<file path="src/rtl/trivium_par.sv">
// trivium_par: Trivium keystream generator producing W bits per clock, with an
// automatic key/IV warm-up and a valid/ready keystream output.
module trivium_par #(
  parameter int unsigned W      = 8,
  parameter int unsigned WARMUP = 1152
) (
  input  logic         clk,
  input  logic         rst_n,
  input  logic         init,
  input  logic [79:0]  key,
  input  logic [79:0]  iv,
  output logic         busy,
  output logic         ks_valid,
  input  logic         ks_ready,
  output logic [W-1:0] ks_data
);

  localparam int unsigned S_W      = 288;
  localparam int unsigned WARM_CYC = WARMUP / W;
  localparam int unsigned CNT_W    = $clog2(WARM_CYC + 1);

  if (!(W == 1 || W == 2 || W == 4 || W == 8 || W == 16 || W == 32 || W == 64)) begin : g_bad_w
    $error("trivium_par: W must be one of 1, 2, 4, 8, 16, 32, 64");
  end
  if (WARMUP == 0 || (WARMUP % W) != 0) begin : g_bad_warmup
    $error("trivium_par: WARMUP must be a non-zero multiple of W");
  end

  typedef enum logic [1:0] {IDLE, WARM, RUN} state_e;

  state_e           state_q, state_d;
  logic [CNT_W-1:0] cnt_q, cnt_d;
  logic [S_W-1:0]   s_q, s_d;
  logic             busy_q, busy_d;
  logic             valid_q, valid_d;
  logic [S_W-1:0]   s_adv_c;
  logic [S_W-1:0]   s_load_c;
  logic [W-1:0]     z_c;

  // Bit k-1 of the state vector holds Trivium state bit s[k].
  assign s_load_c = {3'b111, 108'b0, 4'b0, iv, 13'b0, key};

  // W chained rounds; round j's output bit lands at position W-1-j.
  always_comb begin : p_rounds
    logic [S_W-1:0] s;
    logic           t1, t2, t3;
    z_c = '0;
    s   = s_q;
    t1  = 1'b0;
    t2  = 1'b0;
    t3  = 1'b0;
    for (int j = 0; j < W; j++) begin
      t1 = s[65] ^ s[92];
      t2 = s[161] ^ s[176];
      t3 = s[242] ^ s[287];
      z_c[W-1-j] = t1 ^ t2 ^ t3;
      t1 = t1 ^ (s[90] & s[91]) ^ s[170];
      t2 = t2 ^ (s[174] & s[175]) ^ s[263];
      t3 = t3 ^ (s[285] & s[286]) ^ s[68];
      s  = {s[286:177], t2, s[175:93], t1, s[91:0], t3};
    end
    s_adv_c = s;
  end

  // Next-state: warm-up advances every cycle, run advances on handshake, init overrides.
  always_comb begin
    state_d = state_q;
    cnt_d   = cnt_q;
    s_d     = s_q;
    case (state_q)
      WARM: begin
        s_d   = s_adv_c;
        cnt_d = cnt_q + CNT_W'(1);
        if (cnt_q == CNT_W'(WARM_CYC - 1)) begin
          state_d = RUN;
        end
      end
      RUN: begin
        if (valid_q && ks_ready) begin
          s_d = s_adv_c;
        end
      end
      default: ;
    endcase
    if (init) begin
      s_d     = s_load_c;
      cnt_d   = '0;
      state_d = WARM;
    end
    busy_d  = (state_d == WARM);
    valid_d = (state_d == RUN);
  end

  always_ff @(posedge clk or negedge rst_n) begin
    if (!rst_n) begin
      state_q <= IDLE;
      cnt_q   <= '0;
      s_q     <= '0;
      busy_q  <= 1'b0;
      valid_q <= 1'b0;
    end else begin
      state_q <= state_d;
      cnt_q   <= cnt_d;
      s_q     <= s_d;
      busy_q  <= busy_d;
      valid_q <= valid_d;
    end
  end

  assign busy     = busy_q;
  assign ks_valid = valid_q;
  assign ks_data  = z_c;

endmodule

</file>
<file path="config.mk">
export PLATFORM = sky130hd
export DESIGN_NAME = trivium_par
export DESIGN_NICKNAME = d
export VERILOG_FILES = /design/src/rtl/trivium_par.sv
export SDC_FILE = /design/constraint.sdc
export NUM_CORES = 1
export LEC_CHECK = 0
export ABC_AREA = 1
export BUFFER_PORTS_ARGS = -buffer_cell sky130_fd_sc_hd__buf_2
export CAP_MARGIN = 40
export CORE_MARGIN = 10
export CORE_UTILIZATION = 35
export DETAILED_ROUTE_END_ITERATION = 8
export PLACE_DENSITY = 0.58
export SLEW_MARGIN = 10
export SYNTH_ARGS = -nofsm -noshare
export SYNTH_HDL_FRONTEND = slang
export SYNTH_SLANG_ARGS = --single-unit
</file>
<file path="constraint.sdc">
create_clock -name clk -period 1.7 [get_ports clk]
set_input_delay 0.34 -clock clk [delete_from_list [all_inputs] [get_ports clk]]
set_output_delay 0.34 -clock clk [all_outputs]
set_load 0.02 [all_outputs]
</file>
==> results of run 1 <==
## power groups by stage
| stage | sequential, mW | clock (mW) | combinational [mW] |
|---|---|---|---|
| 4_1_cts | 7.81 | 7.49 | 2.56 |
| 5_1_grt | 7.85 | 7.82 | 2.91 |
| 6_report | 7.81 | 7.35 | 2.60 |
| 2_1_floorplan | 7.87 | 0 | 1.25 |
| 3_3_place_gp | 7.92 | 0 | 2.23 |
| 3_5_place_dp | 7.93 | 0 | 2.25 |
## logic make-up (layout without fill, tap and decap cells)
| family | count (synthesis) | in the layout | synth area share, % |
|---|---|---|---|
| buf+inv | 379 | 621 | 11.0 |
| xor+xnor | 8 | 8 | 0.491 |
| fa+ha+maj | 1 | 1 | 0.0876 |
| simple gates | 637 | 638 | 17.9 |
| flops | 300 | 300 | 52.6 |
| compound gates | 414 | 414 | 18.0 |
## worst max-delay path, cell delays in order, from the launching register on
cell and delay, ps:
dfrtp_1 430, xnor2_2 260, inv_1 100, buf_4 150, buf_6 100, buf_4 110
buf_4 120, buf_4 120, buf_4 120, buf_4 120, buf_4 120, buf_4 120
nand2_2 60, nand3_2 90, nand2_1 80
## state kept, by name, indices dropped and copies added (netlist names)
register  flops
busy          1
ks_valid      1
cnt_q         8
state_q       2
s_q         288
## stage by stage
| step | util, % | TNS [ps] | instances | hold WS, ps | worst slack [ps] |
|---|---|---|---|---|---|
| after floorplan | - | 0 | 1739 | 44.4 | 264 |
| after global placement | 40.2 | -311 | 2403 | 250 | -151 |
| after detailed placement | 40.2 | -239 | 2403 | 241 | -142 |
| after CTS | 44.1 | -4170 | 2491 | 0.295 | -456 |
| after global routing | 44.8 | -4340 | 2507 | 21.1 | -527 |
| final | 44.8 | -3610 | 2507 | 19.9 | -477 |
## cell usage in the layout (no fill, tap or decap), types with 2 or more instances in the layout
cell	count
a21oi_1	2
o21ai_1	26
nand4_1	3
o211ai_1	142
nand2_2	18
nand2_1	491
or2_0	4
o22ai_1	104
or2_2	12
nor2_1	18
buf_6	11
nand3_1	81
inv_1	270
buf_4	83
dfrtp_2	4
o21ai_0	137
dfrtp_1	296
xnor2_2	6
clkbuf_8	8
nand2_8	3
buf_2	164
inv_2	6
clkbuf_16	34
bufinv_16	5
nand3_2	5
buf_16	3
buf_12	21
clkinv_2	6
clkinvlp_4	2
## timing repair
action	in CTS	in global routing
hold buffers	1	0
endpoints found under the setup margin	11	59
buffers inserted	31	19
pin swaps	10	21
cloned	1	4
gates resized for setup	44	29
endpoints found under the hold margin	39	0
## routing by layer
metal | wire [µm] | GRT usage (%) | up-vias
li1 | - | - | 6102
met1 | 19600 | 22.6 | 5988
met2 | 20100 | 27.3 | 382
met3 | 2470 | 2.61 | 76
met4 | 1060 | 4.31 | 0
met5 | 0 | 0 | -
## how the worst min path moves through the flow
stage / endpoint / depth (start not counted)
after floorplan: busy / 0
after global placement: s_q[42] / 1
after detailed placement: s_q[49] / 1
after CTS: s_q[40] / 3
after global routing: s_q[144] / 3
final: s_q[40] / 3
## area by class of cell
| cell class | instances | area, µm² | share of cell area [%] |
|---|---|---|---|
| Clock inverter | 15 | 213 | 1.19 |
| Multi-Input combinational cell | 1061 | 5390 | 30.1 |
| Inverter | 278 | 1050 | 5.88 |
| Tap cell | 525 | 657 | 3.67 |
| Timing Repair Buffer | 288 | 2200 | 12.3 |
| Clock buffer | 40 | 890 | 4.97 |
| Sequential cell | 300 | 7510 | 41.9 |
==> impl_metrics.json, run 1 <==
{
  "min_from": "key[40]",
  "die_w_um": 222,
  "ys_warn_count": 0,
  "antenna_found_initial": 0,
  "die-area_um2": 49300,
  "period_minus_slack_ps": 2180,
  "overflow": 0,
  "synth_area_per_cell_um2": 8.21,
  "rr_worst_depth": 14,
  "async_flop_share_pct": 100,
  "finalPower_mw": 17.8,
  "place_area_um2": 16100,
  "timing.fmax_ghz": 0.459,
  "p_seq_share_pct": 44.0,
  "crit_fanout": 3,
  "fin_worst_skew_ps": 11.9,
  "ys_ff_latch": 300,
  "cts_buffers": 31,
  "worstSetupStartpoint": "s_q[156]",
  "criticalPathCategory": "reg2reg",
  "grt_max_degree": 85,
  "reg2reg_slack_ps": -480,
  "drt-initial-drc-count": 1182,
  "ys_top_cells_by_count": "nand2_1, dfrtp_1, inv_1, o211ai_1, o21ai_0",
  "fin_ws_ps": -477,
  "vdd_drop_max_mv": 0.659,
  "finalCritPeriodShare_pct": 128,
  "cp-start-kind": "flip-flop",
  "drive_gt1_share_pct": 20.3,
  "setup_viol": 9,
  "h-tree-depth": 1,
  "vias": 12500,
  "p_comb_share_pct": 14.6,
  "start_util_pct": 35.7,
  "root_buffer": "clkbuf_16",
  "ys.flop_type": "dfrtp_1",
  "portBuffers": 173,
  "firstDrtPassIters": 5,
  "reg2reg_to": "s_q[179]",
  "fin_nets": 2125,
  "yosysTopAreaCellShare_pct": 52.6,
  "slew_headroom_pct": 74.7,
  "rsz0062_at_grt": "yes",
  "synth-edff-count": 0,
  "vias_per_cell": 5.01,
  "clock_path_buffers": 3,
  "routed_wirelength_um": 43200,
  "cts_tree": "yes",
  "worst_pin_slew_ps": 380,
  "yosysMostFrequentCell": "nand2_1",
  "drtAntennaViolNets": 0,
  "cp.required_ps": 2190,
  "synth_nets": 1904,
  "total_leakage_power_nw": 8.84,
  "fillers": 3866,
  "hold_viol": 0,
  "pwr-share-clk_pct": 41.4,
  "yosysSeqAreaShare_pct": 52.6,
  "hpwl_um": 30200,
  "rr_startpoint": "s_q[156]",
  "gp_congestion": 0.893,
  "cts.clk_slew.worst_paths_ps": 70,
  "grt_use_total_pct": 16.7,
  "cts_num_sinks": 300,
  "internal_power_mw": 13.1,
  "drv_slew": 0,
  "grt_pass1_wl_um": 67600,
  "crit_arrival_ps": 2670,
  "rows": 73,
  "synth_cells": 1739,
  "crit_end": "s_q[179]",
  "synthTopCellsByArea": "dfrtp_1, nand2_1, o211ai_1",
  "status": "finished with violations",
  "cap_violations": 0,
  "yosys.area.top_type": "dfrtp_1",
  "areaGrowthSynthToFinish_pct": 25.4,
  "coreArea_um2": 40000,
  "grt_pass1_vias": 12400,
  "min_path_type": "in2reg",
  "diodes": 0,
  "synth_cell_types": 26,
  "p_per_area_nw_per_um2": 992,
  "synth_area_um2": 14300,
  "drc": 0,
  "chipHeight_um": 222,
  "final_cell_area_um2": 17900,
  "end_kind": "flip-flop",
  "switching_share_pct": 26.2,
  "wl_per_cell_um": 17.2,
  "power_switching_mw": 4.66,
  "num_io_pins": 174,
  "clk_latency_ps": 560,
  "violations": "setup timing"
}
Power figures use the tool's default switching activity.
==> run 2: changes to the inputs <==
PLACE_DENSITY = unset   (was 0.58)
==> run 2 against run 1 <==
The run still ends with setup timing left. Utilization fell by 0.094 points. Clock skew rose by 2.7 ps. Total power down 0.38%. Register-to-register slack gained 520 ps. Wire length fell by 2.7%. First-iteration DRC count increased by 0.68%. Fmax up 4.6%. Global-route usage fell by 0.38 points. Critical path depth shrank 7. Sequential power barely moved. Die area unchanged. Critical path type is now reg2out. Highest routed layer unchanged.
==> impl_metrics.json, run 2 (synthesis gave the netlist of run 1 again) <==
{
  "start_util_pct": 35.7,
  "vias": 12400,
  "drive_gt1_share_pct": 20.8,
  "rows": 73,
  "coreArea_um2": 40000,
  "die-area_um2": 49300,
  "wl_per_cell_um": 16.7,
  "cts_num_sinks": 300,
  "final_cell_area_um2": 17900,
  "clock_path_buffers": 3,
  "grt_pass1_wl_um": 66000,
  "grt_pass1_vias": 12200,
  "cts_tree": "yes",
  "areaGrowthSynthToFinish_pct": 25.2,
  "critPathMostFrequentCell": "nand2_1",
  "fillers": 3890,
  "vias_per_cell": 4.92,
  "crit_slowest_cell": "dfrtp_1",
  "fin_ws_ps": -382,
  "drc": 0,
  "cp_cell_sequence": "xnor2_2 > inv_1 > nand2_1 > nand2_1 > nand2_1 > nand2_2 > buf_6",
  "gp_congestion": 0.970,
  "largest-register": "s_q",
  "min_path_type": "in2reg",
  "finalCritPeriodShare_pct": 122,
  "cp.required_ps": 1360,
  "routed.top_layer": "met4",
  "largestRegisters": "s_q x288, cnt_q x8, state_q x2",
  "grt_max_degree": 91,
  "period_minus_slack_ps": 2080,
  "fin_worst_skew_ps": 14.6,
  "largest_reg_flops": 288,
  "violations": "setup timing",
  "cts.clk_slew.worst_paths_ps": 60,
  "total_leakage_power_nw": 8.78,
  "num_io_pins": 174,
  "finalPower_mw": 17.7,
  "h-tree-depth": 2,
  "hold_depth": 3,
  "crit_family": "flip-flops",
  "timing.fmax_ghz": 0.480,
  "setup_viol": 8,
  "rr_worst_depth": 10,
  "root_buffer": "clkbuf_16",
  "firstDrtPassIters": 6,
  "antenna_found_initial": 2,
  "wl_met2_um": 20000,
  "routed_wirelength_um": 42000,
  "hpwl_um": 30100,
  "die_w_um": 222,
  "slew_headroom_pct": 73.5,
  "final_common_cell": "nand2_1",
  "drv_slew": 0,
  "vdd_drop_max_mv": 0.552,
  "criticalPathCategory": "reg2out",
  "portBuffers": 173,
  "p_per_area_nw_per_um2": 990,
  "fin_nets": 2129,
  "cp-start-kind": "flip-flop",
  "hold_viol": 0,
  "cap_violations": 0,
  "rsz0062_at_grt": "yes",
  "grt_use_total_pct": 16.3,
  "overflow": 0,
  "final_cell_mix": "nand2_1, dfrtp_1, inv_1, buf_2, o211ai_1",
  "clk_latency_ps": 520,
  "drt-initial-drc-count": 1190,
  "worst_pin_slew_ps": 398,
  "slowest_delay_ps": 440,
  "status": "finished with violations",
  "crit_fanout": 3,
  "crit_arrival_ps": 1740,
  "place_area_um2": 16300,
  "post-place-ws_ps": 27.2,
  "met3WireLength_um": 2020,
  "finish.utilization_pct": 44.7,
  "cp_num_buf_inv": 2,
  "drtAntennaViolNets": 0,
  "m1WireLength_um": 19000,
  "cts_buffers": 34,
  "chipHeight_um": 222,
  "end_kind": "output pin",
  "worstSetupPathDepth": 7
}
run 2: cell count changes in the layout (fill, tap and decap cells not counted), sizes merged:
cell and delta:
clkbuf +10, diode +2, bufbuf -1, nand2 -1, buf +3, clkinv -1
bufinv -4
run 2: final cells by class:
class | count | area [µm²] | area share (%)
Inverter | 278 | 1050 | 5.89
Multi-Input combinational cell | 1060 | 5350 | 29.9
Clock inverter | 10 | 95.1 | 0.532
Sequential cell | 300 | 7520 | 42.0
Antenna cell | 2 | 5.00 | 0.0280
Timing Repair Buffer | 290 | 2170 | 12.2
Tap cell | 525 | 657 | 3.67
Clock buffer | 50 | 1030 | 5.77
run 2: final timing paths:
path	start	to	slack, ps
worst min register to register	s_q[6]	s_q[6]	480
max in group asynchronous	rst_n	s_q[226]	660
worst min-delay path	key[24]	s_q[24]	70
worst max register to register	s_q[170]	s_q[178]	40
worst max-delay path	s_q[158]	ks_data[4]	-380
min in group asynchronous	rst_n	s_q[43]	290
run 2: timing repair:
action                                 in CTS  in global routing
gates cloned                                0                  3
setup buffers                              19                 10
endpoints found under the hold margin      29                  0
pin swaps                                   7                 15
setup endpoints to repair                   8                 23
hold buffers                                1                  0
resized for setup                          52                 22
run 2: routing by layer:
| layer | up-vias | global-route usage (%) |
|---|---|---|
| met1 | 5882 | 21.8 |
| met2 | 321 | 26.5 |
| met5 | - | 0 |
| met3 | 54 | 2.57 |
| li1 | 6119 | - |
| met4 | 0 | 5.05 |
run 2: worst register-to-register path, stage by stage, from the launching register on:
cell	delay, ps
dfrtp_1	400
xnor2_2	290
inv_2	90
buf_6	120
buf_4	120
buf_4	120
buf_4	120
buf_4	120
nand2_2	50
nand3_2	90
nand2_1	80
run 2: where the power goes:
group	switching, mW	internal, mW
Clock	2.98	4.38
Sequential	0.227	7.59
Combinational	1.47	1.05
Total	4.68	13.0
run 2: through the flow:
| step | TNS, ps | hold WS [ps] | cells |
|---|---|---|---|
| 6_report | -2460 | 67.0 | 2515 |
| 5_1_grt | -3140 | 65.1 | 2515 |
| 4_1_cts | -2890 | 51.8 | 2503 |
| 3_5_place_dp | 0 | 235 | 2423 |
| 3_3_place_gp | 0 | 239 | 2423 |
| 2_1_floorplan | 0 | 44.4 | 1739 |
